`config.mk`:
```
export PLATFORM = sky130hd
export DESIGN_NAME = mnacidpro_seq_ctrl_flat
export DESIGN_NICKNAME = d
export VERILOG_FILES = /design/src/rtl/mnacidpro_seq_pkg.sv /design/src/rtl/mnacidpro_seq_if.sv /design/src/rtl/mnacidpro_pump_phaser.sv /design/src/rtl/mnacidpro_seq_ctrl.sv /design/src/flat_wrapper.sv
export SDC_FILE = /design/constraint.sdc
export NUM_CORES = 1
export LEC_CHECK = 0
export ABC_AREA = 1
export CORE_UTILIZATION = 45
export DETAILED_ROUTE_END_ITERATION = 8
export PLACE_DENSITY = 0.65
export SLEW_MARGIN = 15
export SYNTH_ARGS = -nofsm -noshare
export SYNTH_HDL_FRONTEND = slang
export SYNTH_HIERARCHICAL = 1
export SYNTH_SLANG_ARGS = --single-unit
```
`constraint.sdc`:
```
create_clock -name clk -period 6.24 [get_ports clk]
set_clock_uncertainty 0.05 [all_clocks]
set_input_delay 1.248 -clock clk [delete_from_list [all_inputs] [get_ports clk]]
set_output_delay 1.248 -clock clk [all_outputs]
set_load 0.05 [all_outputs]
```
`src/rtl/mnacidpro_seq_pkg.sv`:
```
// Shared types and constants for the mnacidpro protocol sequencer:
// FSM states, valve bit positions, per-step open masks and pump phases.
package mnacidpro_seq_pkg;

  typedef enum logic [3:0] {
    ST_IDLE,
    ST_SETTLE,
    ST_LOAD,
    ST_LYSIS,
    ST_CAPTURE,
    ST_WASH,
    ST_ELUTE,
    ST_COLLECT,
    ST_FLUSH,
    ST_ABORT
  } state_t;

  localparam int NUM_VALVES = 11;
  localparam int PUMP_W     = 3;
  localparam int FLUSH_W    = NUM_VALVES + PUMP_W;

  localparam int V_LYSIS     = 0;
  localparam int V_WASH      = 1;
  localparam int V_ELUTE     = 2;
  localparam int V_DEAD_END  = 3;
  localparam int V_VERTICAL  = 4;
  localparam int V_HORIZ     = 5;
  localparam int V_WASTE     = 6;
  localparam int V_BEAD      = 7;
  localparam int V_LOOP_EXIT = 8;
  localparam int V_BEAD_TRAP = 9;
  localparam int V_COLLECT   = 10;

  // A set bit means the valve is closed; each mask clears only its open valves.
  localparam logic [NUM_VALVES-1:0] ALL_CLOSED = 11'h7FF;
  localparam logic [NUM_VALVES-1:0] MASK_LOAD = ALL_CLOSED &
    ~((11'd1 << V_BEAD) | (11'd1 << V_VERTICAL) | (11'd1 << V_BEAD_TRAP) | (11'd1 << V_WASTE));
  localparam logic [NUM_VALVES-1:0] MASK_LYSIS = ALL_CLOSED &
    ~((11'd1 << V_LYSIS) | (11'd1 << V_DEAD_END) | (11'd1 << V_LOOP_EXIT));
  localparam logic [NUM_VALVES-1:0] MASK_CAPTURE = ALL_CLOSED &
    ~((11'd1 << V_LOOP_EXIT) | (11'd1 << V_BEAD_TRAP) | (11'd1 << V_WASTE));
  localparam logic [NUM_VALVES-1:0] MASK_WASH = ALL_CLOSED &
    ~((11'd1 << V_WASH) | (11'd1 << V_HORIZ) | (11'd1 << V_BEAD_TRAP) | (11'd1 << V_WASTE));
  localparam logic [NUM_VALVES-1:0] MASK_ELUTE = ALL_CLOSED &
    ~((11'd1 << V_ELUTE) | (11'd1 << V_HORIZ) | (11'd1 << V_BEAD_TRAP) | (11'd1 << V_DEAD_END));
  localparam logic [NUM_VALVES-1:0] MASK_COLLECT = ALL_CLOSED &
    ~((11'd1 << V_ELUTE) | (11'd1 << V_BEAD_TRAP) | (11'd1 << V_COLLECT));

  localparam logic [FLUSH_W-1:0] FLUSH_ALL = 14'h3FFF;

  localparam logic [PUMP_W-1:0] PUMP_OFF = 3'b111;
  localparam logic [PUMP_W-1:0] PUMP_PH0 = 3'b110;
  localparam logic [PUMP_W-1:0] PUMP_PH1 = 3'b101;
  localparam logic [PUMP_W-1:0] PUMP_PH2 = 3'b011;

  function automatic logic [NUM_VALVES-1:0] state_mask(state_t s);
    case (s)
      ST_LOAD:    state_mask = MASK_LOAD;
      ST_LYSIS:   state_mask = MASK_LYSIS;
      ST_CAPTURE: state_mask = MASK_CAPTURE;
      ST_WASH:    state_mask = MASK_WASH;
      ST_ELUTE:   state_mask = MASK_ELUTE;
      ST_COLLECT: state_mask = MASK_COLLECT;
      default:    state_mask = ALL_CLOSED;
    endcase
  endfunction

  function automatic logic pump_active(state_t s);
    pump_active = (s == ST_LOAD) || (s == ST_LYSIS) || (s == ST_CAPTURE) ||
                  (s == ST_WASH) || (s == ST_ELUTE) || (s == ST_COLLECT);
  endfunction

endpackage

```
`src/rtl/mnacidpro_seq_if.sv`:
```
// Host-side command and solenoid-driver signals of the sequencer.
// master = host/driver side, slave = sequencer.
interface mnacidpro_seq_if
  import mnacidpro_seq_pkg::*;
#(
  parameter int SIZE = 3
);
  localparam int SEL_W = $clog2(SIZE);

  logic                  start;
  logic                  abort;
  logic                  hold;
  logic [NUM_VALVES-1:0] valve_ctrl;
  logic [PUMP_W-1:0]     pump;
  logic [FLUSH_W-1:0]    flush;
  logic [SEL_W-1:0]      collect_sel;
  logic                  busy;
  logic                  done;
  logic                  aborted;

  modport master (
    output start, abort, hold,
    input  valve_ctrl, pump, flush, collect_sel, busy, done, aborted
  );

  modport slave (
    input  start, abort, hold,
    output valve_ctrl, pump, flush, collect_sel, busy, done, aborted
  );
endinterface

```
`src/rtl/mnacidpro_pump_phaser.sv`:
```
// Peristaltic pump driver: divides clk by PUMP_DIV and rotates 110->101->011.
// en=0 parks the pump closed, clr restarts at 110, freeze holds divider and phase.
module mnacidpro_pump_phaser
  import mnacidpro_seq_pkg::*;
#(
  parameter int PUMP_DIV = 4,
  parameter int CNT_W    = 16
) (
  input  logic              clk,
  input  logic              rst,
  input  logic              en,
  input  logic              clr,
  input  logic              freeze,
  output logic [PUMP_W-1:0] phase
);
  localparam logic [CNT_W-1:0] DIV_LAST = CNT_W'(PUMP_DIV - 1);
  localparam logic [CNT_W-1:0] ONE      = CNT_W'(1);

  logic [CNT_W-1:0]  div_reg;
  logic [PUMP_W-1:0] phase_reg;
  logic [PUMP_W-1:0] phase_next;

  always_comb begin
    phase_next = PUMP_PH0;
    case (phase_reg)
      PUMP_PH0: phase_next = PUMP_PH1;
      PUMP_PH1: phase_next = PUMP_PH2;
      default:  phase_next = PUMP_PH0;
    endcase
  end

  always_ff @(posedge clk) begin
    if (rst || !en) begin
      div_reg   <= '0;
      phase_reg <= PUMP_OFF;
    end else if (clr) begin
      div_reg   <= '0;
      phase_reg <= PUMP_PH0;
    end else if (!freeze) begin
      if (div_reg == DIV_LAST) begin
        div_reg   <= '0;
        phase_reg <= phase_next;
      end else begin
        div_reg <= div_reg + ONE;
      end
    end
  end

  assign phase = phase_reg;
endmodule

```
`src/rtl/mnacidpro_seq_ctrl.sv`:
```
// Protocol sequencer: load, lysis, capture, washes, elute, multi-outlet collect, flush,
// with an all-closed settle gap before every valve-mask change.
module mnacidpro_seq_ctrl
  import mnacidpro_seq_pkg::*;
#(
  parameter int SIZE      = 3,
  parameter int CNT_W     = 16,
  parameter int PUMP_DIV  = 4,
  parameter int T_LOAD    = 64,
  parameter int T_LYSIS   = 128,
  parameter int T_CAPTURE = 96,
  parameter int T_WASH    = 32,
  parameter int WASH_REPS = 2,
  parameter int T_ELUTE   = 64,
  parameter int T_COLLECT = 16,
  parameter int T_FLUSH   = 8,
  parameter int T_SETTLE  = 2
) (
  input  logic            clk,
  input  logic            rst,
  mnacidpro_seq_if.slave  bus
);
  localparam int SEL_W = $clog2(SIZE);
  localparam int WC_W  = (WASH_REPS > 1) ? $clog2(WASH_REPS) : 1;
  localparam logic [CNT_W-1:0] ONE         = CNT_W'(1);
  localparam logic [CNT_W-1:0] SETTLE_LAST = CNT_W'(T_SETTLE - 1);
  localparam logic [WC_W-1:0]  WASH_LAST   = WC_W'(WASH_REPS - 1);
  localparam logic [SEL_W-1:0] SEL_LAST    = SEL_W'(SIZE - 1);

  state_t                state_reg, state_next;
  state_t                target_reg, target_next;
  logic [CNT_W-1:0]      dwell_reg, dwell_next;
  logic [WC_W-1:0]       wash_reg, wash_next;
  logic [SEL_W-1:0]      coll_reg, coll_next;
  logic [SEL_W-1:0]      sel_reg, sel_next;
  logic [NUM_VALVES-1:0] valve_reg, valve_next;
  logic [FLUSH_W-1:0]    flush_reg, flush_next;
  logic                  busy_reg, busy_next;
  logic                  done_reg, done_next;
  logic                  aborted_reg, aborted_next;
  logic [PUMP_W-1:0]     pump_phase;

  function automatic logic [CNT_W-1:0] dwell_of(state_t s);
    case (s)
      ST_LOAD:    dwell_of = CNT_W'(T_LOAD - 1);
      ST_LYSIS:   dwell_of = CNT_W'(T_LYSIS - 1);
      ST_CAPTURE: dwell_of = CNT_W'(T_CAPTURE - 1);
      ST_WASH:    dwell_of = CNT_W'(T_WASH - 1);
      ST_ELUTE:   dwell_of = CNT_W'(T_ELUTE - 1);
      ST_COLLECT: dwell_of = CNT_W'(T_COLLECT - 1);
      ST_FLUSH:   dwell_of = CNT_W'(T_FLUSH - 1);
      default:    dwell_of = SETTLE_LAST;
    endcase
  endfunction

  always_comb begin
    state_next   = state_reg;
    target_next  = target_reg;
    dwell_next   = dwell_reg;
    wash_next    = wash_reg;
    coll_next    = coll_reg;
    sel_next     = sel_reg;
    valve_next   = valve_reg;
    flush_next   = flush_reg;
    busy_next    = busy_reg;
    done_next    = 1'b0;
    aborted_next = 1'b0;

    if (bus.abort && state_reg != ST_IDLE && state_reg != ST_ABORT) begin
      state_next = ST_ABORT;
      dwell_next = SETTLE_LAST;
      valve_next = ALL_CLOSED;
      flush_next = '0;
    end else if (bus.hold && !bus.abort && state_reg != ST_IDLE) begin
      state_next = state_reg;
    end else begin
      case (state_reg)
        ST_IDLE: begin
          if (bus.start && !bus.abort) begin
            state_next  = ST_SETTLE;
            target_next = ST_LOAD;
            dwell_next  = SETTLE_LAST;
            wash_next   = '0;
            coll_next   = '0;
            sel_next    = '0;
            valve_next  = ALL_CLOSED;
            busy_next   = 1'b1;
          end
        end
        ST_SETTLE: begin
          if (dwell_reg == '0) begin
            state_next = target_reg;
            dwell_next = dwell_of(target_reg);
            valve_next = state_mask(target_reg);
            flush_next = (target_reg == ST_FLUSH) ? FLUSH_ALL : '0;
            if (target_reg == ST_COLLECT) sel_next = coll_reg;
          end else begin
            dwell_next = dwell_reg - ONE;
          end
        end
        ST_FLUSH, ST_ABORT: begin
          if (dwell_reg == '0) begin
            state_next   = ST_IDLE;
            done_next    = (state_reg == ST_FLUSH);
            aborted_next = (state_reg == ST_ABORT);
            busy_next    = 1'b0;
            flush_next   = '0;
            sel_next     = '0;
          end else begin
            dwell_next = dwell_reg - ONE;
          end
        end
        default: begin
          if (dwell_reg == '0) begin
            state_next = ST_SETTLE;
            dwell_next = SETTLE_LAST;
            valve_next = ALL_CLOSED;
            // Loop counters only advance while below their limit, so they never wrap.
            case (state_reg)
              ST_LOAD:    target_next = ST_LYSIS;
              ST_LYSIS:   target_next = ST_CAPTURE;
              ST_CAPTURE: target_next = ST_WASH;
              ST_WASH: begin
                if (wash_reg == WASH_LAST) begin
                  target_next = ST_ELUTE;
                end else begin
                  target_next = ST_WASH;
                  wash_next   = wash_reg + WC_W'(1);
                end
              end
              ST_ELUTE:   target_next = ST_COLLECT;
              ST_COLLECT: begin
                if (coll_reg == SEL_LAST) begin
                  target_next = ST_FLUSH;
                end else begin
                  target_next = ST_COLLECT;
                  coll_next   = coll_reg + SEL_W'(1);
                end
              end
              default:    target_next = ST_FLUSH;
            endcase
          end else begin
            dwell_next = dwell_reg - ONE;
          end
        end
      endcase
    end
  end

  always_ff @(posedge clk) begin
    if (rst) begin
      state_reg   <= ST_IDLE;
      target_reg  <= ST_IDLE;
      dwell_reg   <= '0;
      wash_reg    <= '0;
      coll_reg    <= '0;
      sel_reg     <= '0;
      valve_reg   <= ALL_CLOSED;
      flush_reg   <= '0;
      busy_reg    <= 1'b0;
      done_reg    <= 1'b0;
      aborted_reg <= 1'b0;
    end else begin
      state_reg   <= state_next;
      target_reg  <= target_next;
      dwell_reg   <= dwell_next;
      wash_reg    <= wash_next;
      coll_reg    <= coll_next;
      sel_reg     <= sel_next;
      valve_reg   <= valve_next;
      flush_reg   <= flush_next;
      busy_reg    <= busy_next;
      done_reg    <= done_next;
      aborted_reg <= aborted_next;
    end
  end

  // Every working-state entry is a state change, which restarts the pump at 110.
  mnacidpro_pump_phaser #(
    .PUMP_DIV (PUMP_DIV),
    .CNT_W    (CNT_W)
  ) u_pump (
    .clk    (clk),
    .rst    (rst),
    .en     (pump_active(state_next)),
    .clr    (state_next != state_reg),
    .freeze (bus.hold),
    .phase  (pump_phase)
  );

  assign bus.valve_ctrl  = valve_reg;
  assign bus.pump        = pump_phase;
  assign bus.flush       = flush_reg;
  assign bus.collect_sel = sel_reg;
  assign bus.busy        = busy_reg;
  assign bus.done        = done_reg;
  assign bus.aborted     = aborted_reg;
endmodule

```
`src/flat_wrapper.sv`:
```
// flat-port wrapper written by rule: the top's interface ports become plain ports
module mnacidpro_seq_ctrl_flat import mnacidpro_seq_pkg::*;
#(
  parameter int SIZE      = 3,
  parameter int CNT_W     = 16,
  parameter int PUMP_DIV  = 4,
  parameter int T_LOAD    = 64,
  parameter int T_LYSIS   = 128,
  parameter int T_CAPTURE = 96,
  parameter int T_WASH    = 32,
  parameter int WASH_REPS = 2,
  parameter int T_ELUTE   = 64,
  parameter int T_COLLECT = 16,
  parameter int T_FLUSH   = 8,
  parameter int T_SETTLE  = 2
)
  (clk, rst, bus_start, bus_abort, bus_hold, bus_valve_ctrl, bus_pump, bus_flush, bus_collect_sel, bus_busy, bus_done, bus_aborted);
  mnacidpro_seq_if #(.SIZE(SIZE)) bus_i ();
  input  logic clk;
  input  logic rst;
  input wire logic [$bits(bus_i.start)-1:0] bus_start;
  input wire logic [$bits(bus_i.abort)-1:0] bus_abort;
  input wire logic [$bits(bus_i.hold)-1:0] bus_hold;
  output wire logic [$bits(bus_i.valve_ctrl)-1:0] bus_valve_ctrl;
  output wire logic [$bits(bus_i.pump)-1:0] bus_pump;
  output wire logic [$bits(bus_i.flush)-1:0] bus_flush;
  output wire logic [$bits(bus_i.collect_sel)-1:0] bus_collect_sel;
  output wire logic [$bits(bus_i.busy)-1:0] bus_busy;
  output wire logic [$bits(bus_i.done)-1:0] bus_done;
  output wire logic [$bits(bus_i.aborted)-1:0] bus_aborted;
  assign bus_i.start = bus_start;
  assign bus_i.abort = bus_abort;
  assign bus_i.hold = bus_hold;
  assign bus_valve_ctrl = bus_i.valve_ctrl;
  assign bus_pump = bus_i.pump;
  assign bus_flush = bus_i.flush;
  assign bus_collect_sel = bus_i.collect_sel;
  assign bus_busy = bus_i.busy;
  assign bus_done = bus_i.done;
  assign bus_aborted = bus_i.aborted;
  mnacidpro_seq_ctrl #(.SIZE(SIZE), .CNT_W(CNT_W), .PUMP_DIV(PUMP_DIV), .T_LOAD(T_LOAD), .T_LYSIS(T_LYSIS), .T_CAPTURE(T_CAPTURE), .T_WASH(T_WASH), .WASH_REPS(WASH_REPS), .T_ELUTE(T_ELUTE), .T_COLLECT(T_COLLECT), .T_FLUSH(T_FLUSH), .T_SETTLE(T_SETTLE)) u_core (.clk(clk), .rst(rst), .bus(bus_i));
endmodule
```
==> metrics <==
Hold Crit Endpoint u_core/bus.collect_sel[1]; largest area contributor in the netlist dfxtp_1; Worst path slowest cell clkdlybuf4s50_1; Final Power 2.40 mW; TritonCTS Buffers 9; Hold Fails Final Rpt 0; Achievable Freq 305 MHz; largest net degree at the start of global routing 17; PD cells 552 nW/um^2; Post-synth top flop dfxtp_1; antenna violations before repair 0; area of the core 8220 um^2; Commonest cells post-synth nand2_1 (114), nor2_1 (81), dfxtp_1 (62); Vias per Instance 5.09; area growth from synthesis to layout 13.4%; leakage power 1.82 nW; fin crit share 52.5%; nets 600; grt total ovfl 0; Crit Path Category in -> reg; standard-cell rows 33; RSZ-0062 raised after global routing no; Placer Congestion 0.861; Avg WL per Cell 12.4 um; max-slew violation count 0; drt pass-1 iters 4; Max H-tree Level 3; count leader, synth nand2_1; Max-slew headroom 59.7%; reg2reg start u_core/state_reg[0]; status completed; DRT antenna net count 0; Root Driver clkbuf_8; syn_area_per_cell 6.77 um^2; # port buffers 37; Post-synth ARST share 0%; clock slew at reported path FFs 0.06 ns; Synth area leaders dfxtp_1 (32%), nand2_1 (11%), nor2_1 (7.9%); die height 94.3 um; PnR worst setup slack 2.97 ns; ANT cells 0; Initial Utilization 46.7%; # resized after CTS 0; synth unique cells 46; Die X 94.3 um; synth warn 6; # hold bufs at CTS 0; final setup fails 0; max-cap viol count 0; Max Root-Sink Buffers 2; endpoint class of the critical path register; CP max stage delay 0.56 ns; via count 3564; post-place setup slack 2.64 ns; Post-synth EDFFs 0; share of layout cells above drive strength 1 11.8%; post-synthesis sequential area ratio 32.4%; first-pass GRT wire length 14600 um; vias in the first global route 3124; worst-margin pin slew 0.600 ns; clk_lat worst skew 0.34 ns; register bit total from synthesis 62; dpl hpwl 6570 um; drt first-iter violations 191; Worst EP arrival 3.50 ns; # IOs 38; Synth Net Count 575; buffer count from post-CTS setup fixing 0; Mapped Cells 566; Mapped Area 3830 um^2; FF-to-FF End u_core/u_pump/div_reg[10]; Max VDD drop 0.286 mV; Worst R2R Path Depth 17; area share of the largest cell type after synthesis 32.4%; GR Util All Layers 20.9%; CTS sink count 62; Inst Count DP 685; Worst Hold Class reg -> reg; DRC Markers 0; cell count of the worst hold path 2; total die area 8890 um^2; CP startpoint kind input pin; critical path fanouts, max 10; setup TNS 0 ns; WP data required 6.47 ns; CTS tree yes; critical path cell sequence clkdlybuf4s50_1 > nand3_4 > nand2_4 > nor2_2 > nand2_1 > o21ai_0 > o21a_1 > inv_1 > nor2_1 > inv_1 > nor2_2 > nand2_2 > inv_2 > nand2_1 > nor2_1; Period minus WS final 3.27 ns; min-delay src u_core/bus.collect_sel[1]; final cell count without fillers 700; R2R Setup Slk 3.38 ns; Post-Route WL 8670 um
-- area by class of cell --
cell class,count,area [um^2]
Sequential cell,62,1240
Multi-Input combinational cell,408,2140
Fill cell,815,3870
Tap cell,105,131
Inverter,73,278
Timing Repair Buffer,37,370
Clock buffer,15,186
-- routing by layer --
layer / share of wire (%) / vias up / GRT usage [%]
li1: - / 1859 / -
met1: 51 / 1623 / 29.5
met2: 43 / 75 / 31.9
met3: 4.8 / 7 / 4.85
met4: 0.97 / 0 / 5.38
met5: 0 / - / 0
-- through the flow --
stage | hold WS (ns) | instance area, um^2 | utilization [%]
3_5_place_dp | 0.385 | 4160 | 50.6
5_1_grt | 0.434 | 4350 | 52.9
3_3_place_gp | 0.385 | 4160 | 50.6
2_1_floorplan | 0.389 | 3830 | -
6_report | 0.394 | 4350 | 52.9
4_1_cts | 0.396 | 4350 | 52.9
-- worst max path at each step --
stage | slack (ns) | end | cells after the start | start
global placement | 2.75 | u_core/u_pump/div_reg[10] | 15 | bus_hold
finish | 2.97 | u_core/u_pump/div_reg[10] | 15 | bus_hold
detailed placement | 2.64 | u_core/u_pump/div_reg[10] | 15 | bus_hold
floorplan | 3.54 | u_core/u_pump/div_reg[10] | 15 | bus_abort
global route | 2.75 | u_core/u_pump/div_reg[10] | 15 | bus_hold
CTS | 3.00 | u_core/u_pump/div_reg[10] | 15 | bus_hold
-- cell usage in the layout, fill, tap and decap left out, types with 4 or more instances in the layout --
cell,netlist,routed
nor2_2,11,11
ha_1,4,4
o21ai_0,27,27
nor3_1,13,13
nand2_1,114,114
a21oi_1,37,37
nand2_4,5,5
o21ai_1,6,6
xor2_1,7,7
nand4_1,10,10
inv_1,60,60
nor2_1,81,81
clkdlybuf4s50_1,0,37
nand2_2,10,10
nand3_1,37,37
dfxtp_1,62,62
clkbuf_8,0,13
nor2_4,10,10
xnor2_1,4,4
inv_2,10,10
-- power by group --
part	internal, mW	total (mW)	switching (mW)
registers	0.475	0.560	0.0854
logic	0.458	1.50	1.05
clock network	0.186	0.335	0.149
-- critical path, delay by kind of cell --
family                 cells  cell delay, ns
buffers and inverters      4            0.79
and+or+nand+nor            9            1.16
AOI/OAI and AO/OA          2            0.29
-- cell families (layout without fill, tap and decap cells) --
family          after synthesis  after routing  share of synthesized area [%]
compound gates               84             84                           11.9
xor+xnor                     11             11                           2.51
fa+ha+maj                     4              4                           1.31
buf+inv                      96            125                           11.8
flops                        62             62                           32.4
simple gates                309            309                           40.1
Note: power is estimated with default switching activity, not from simulation.
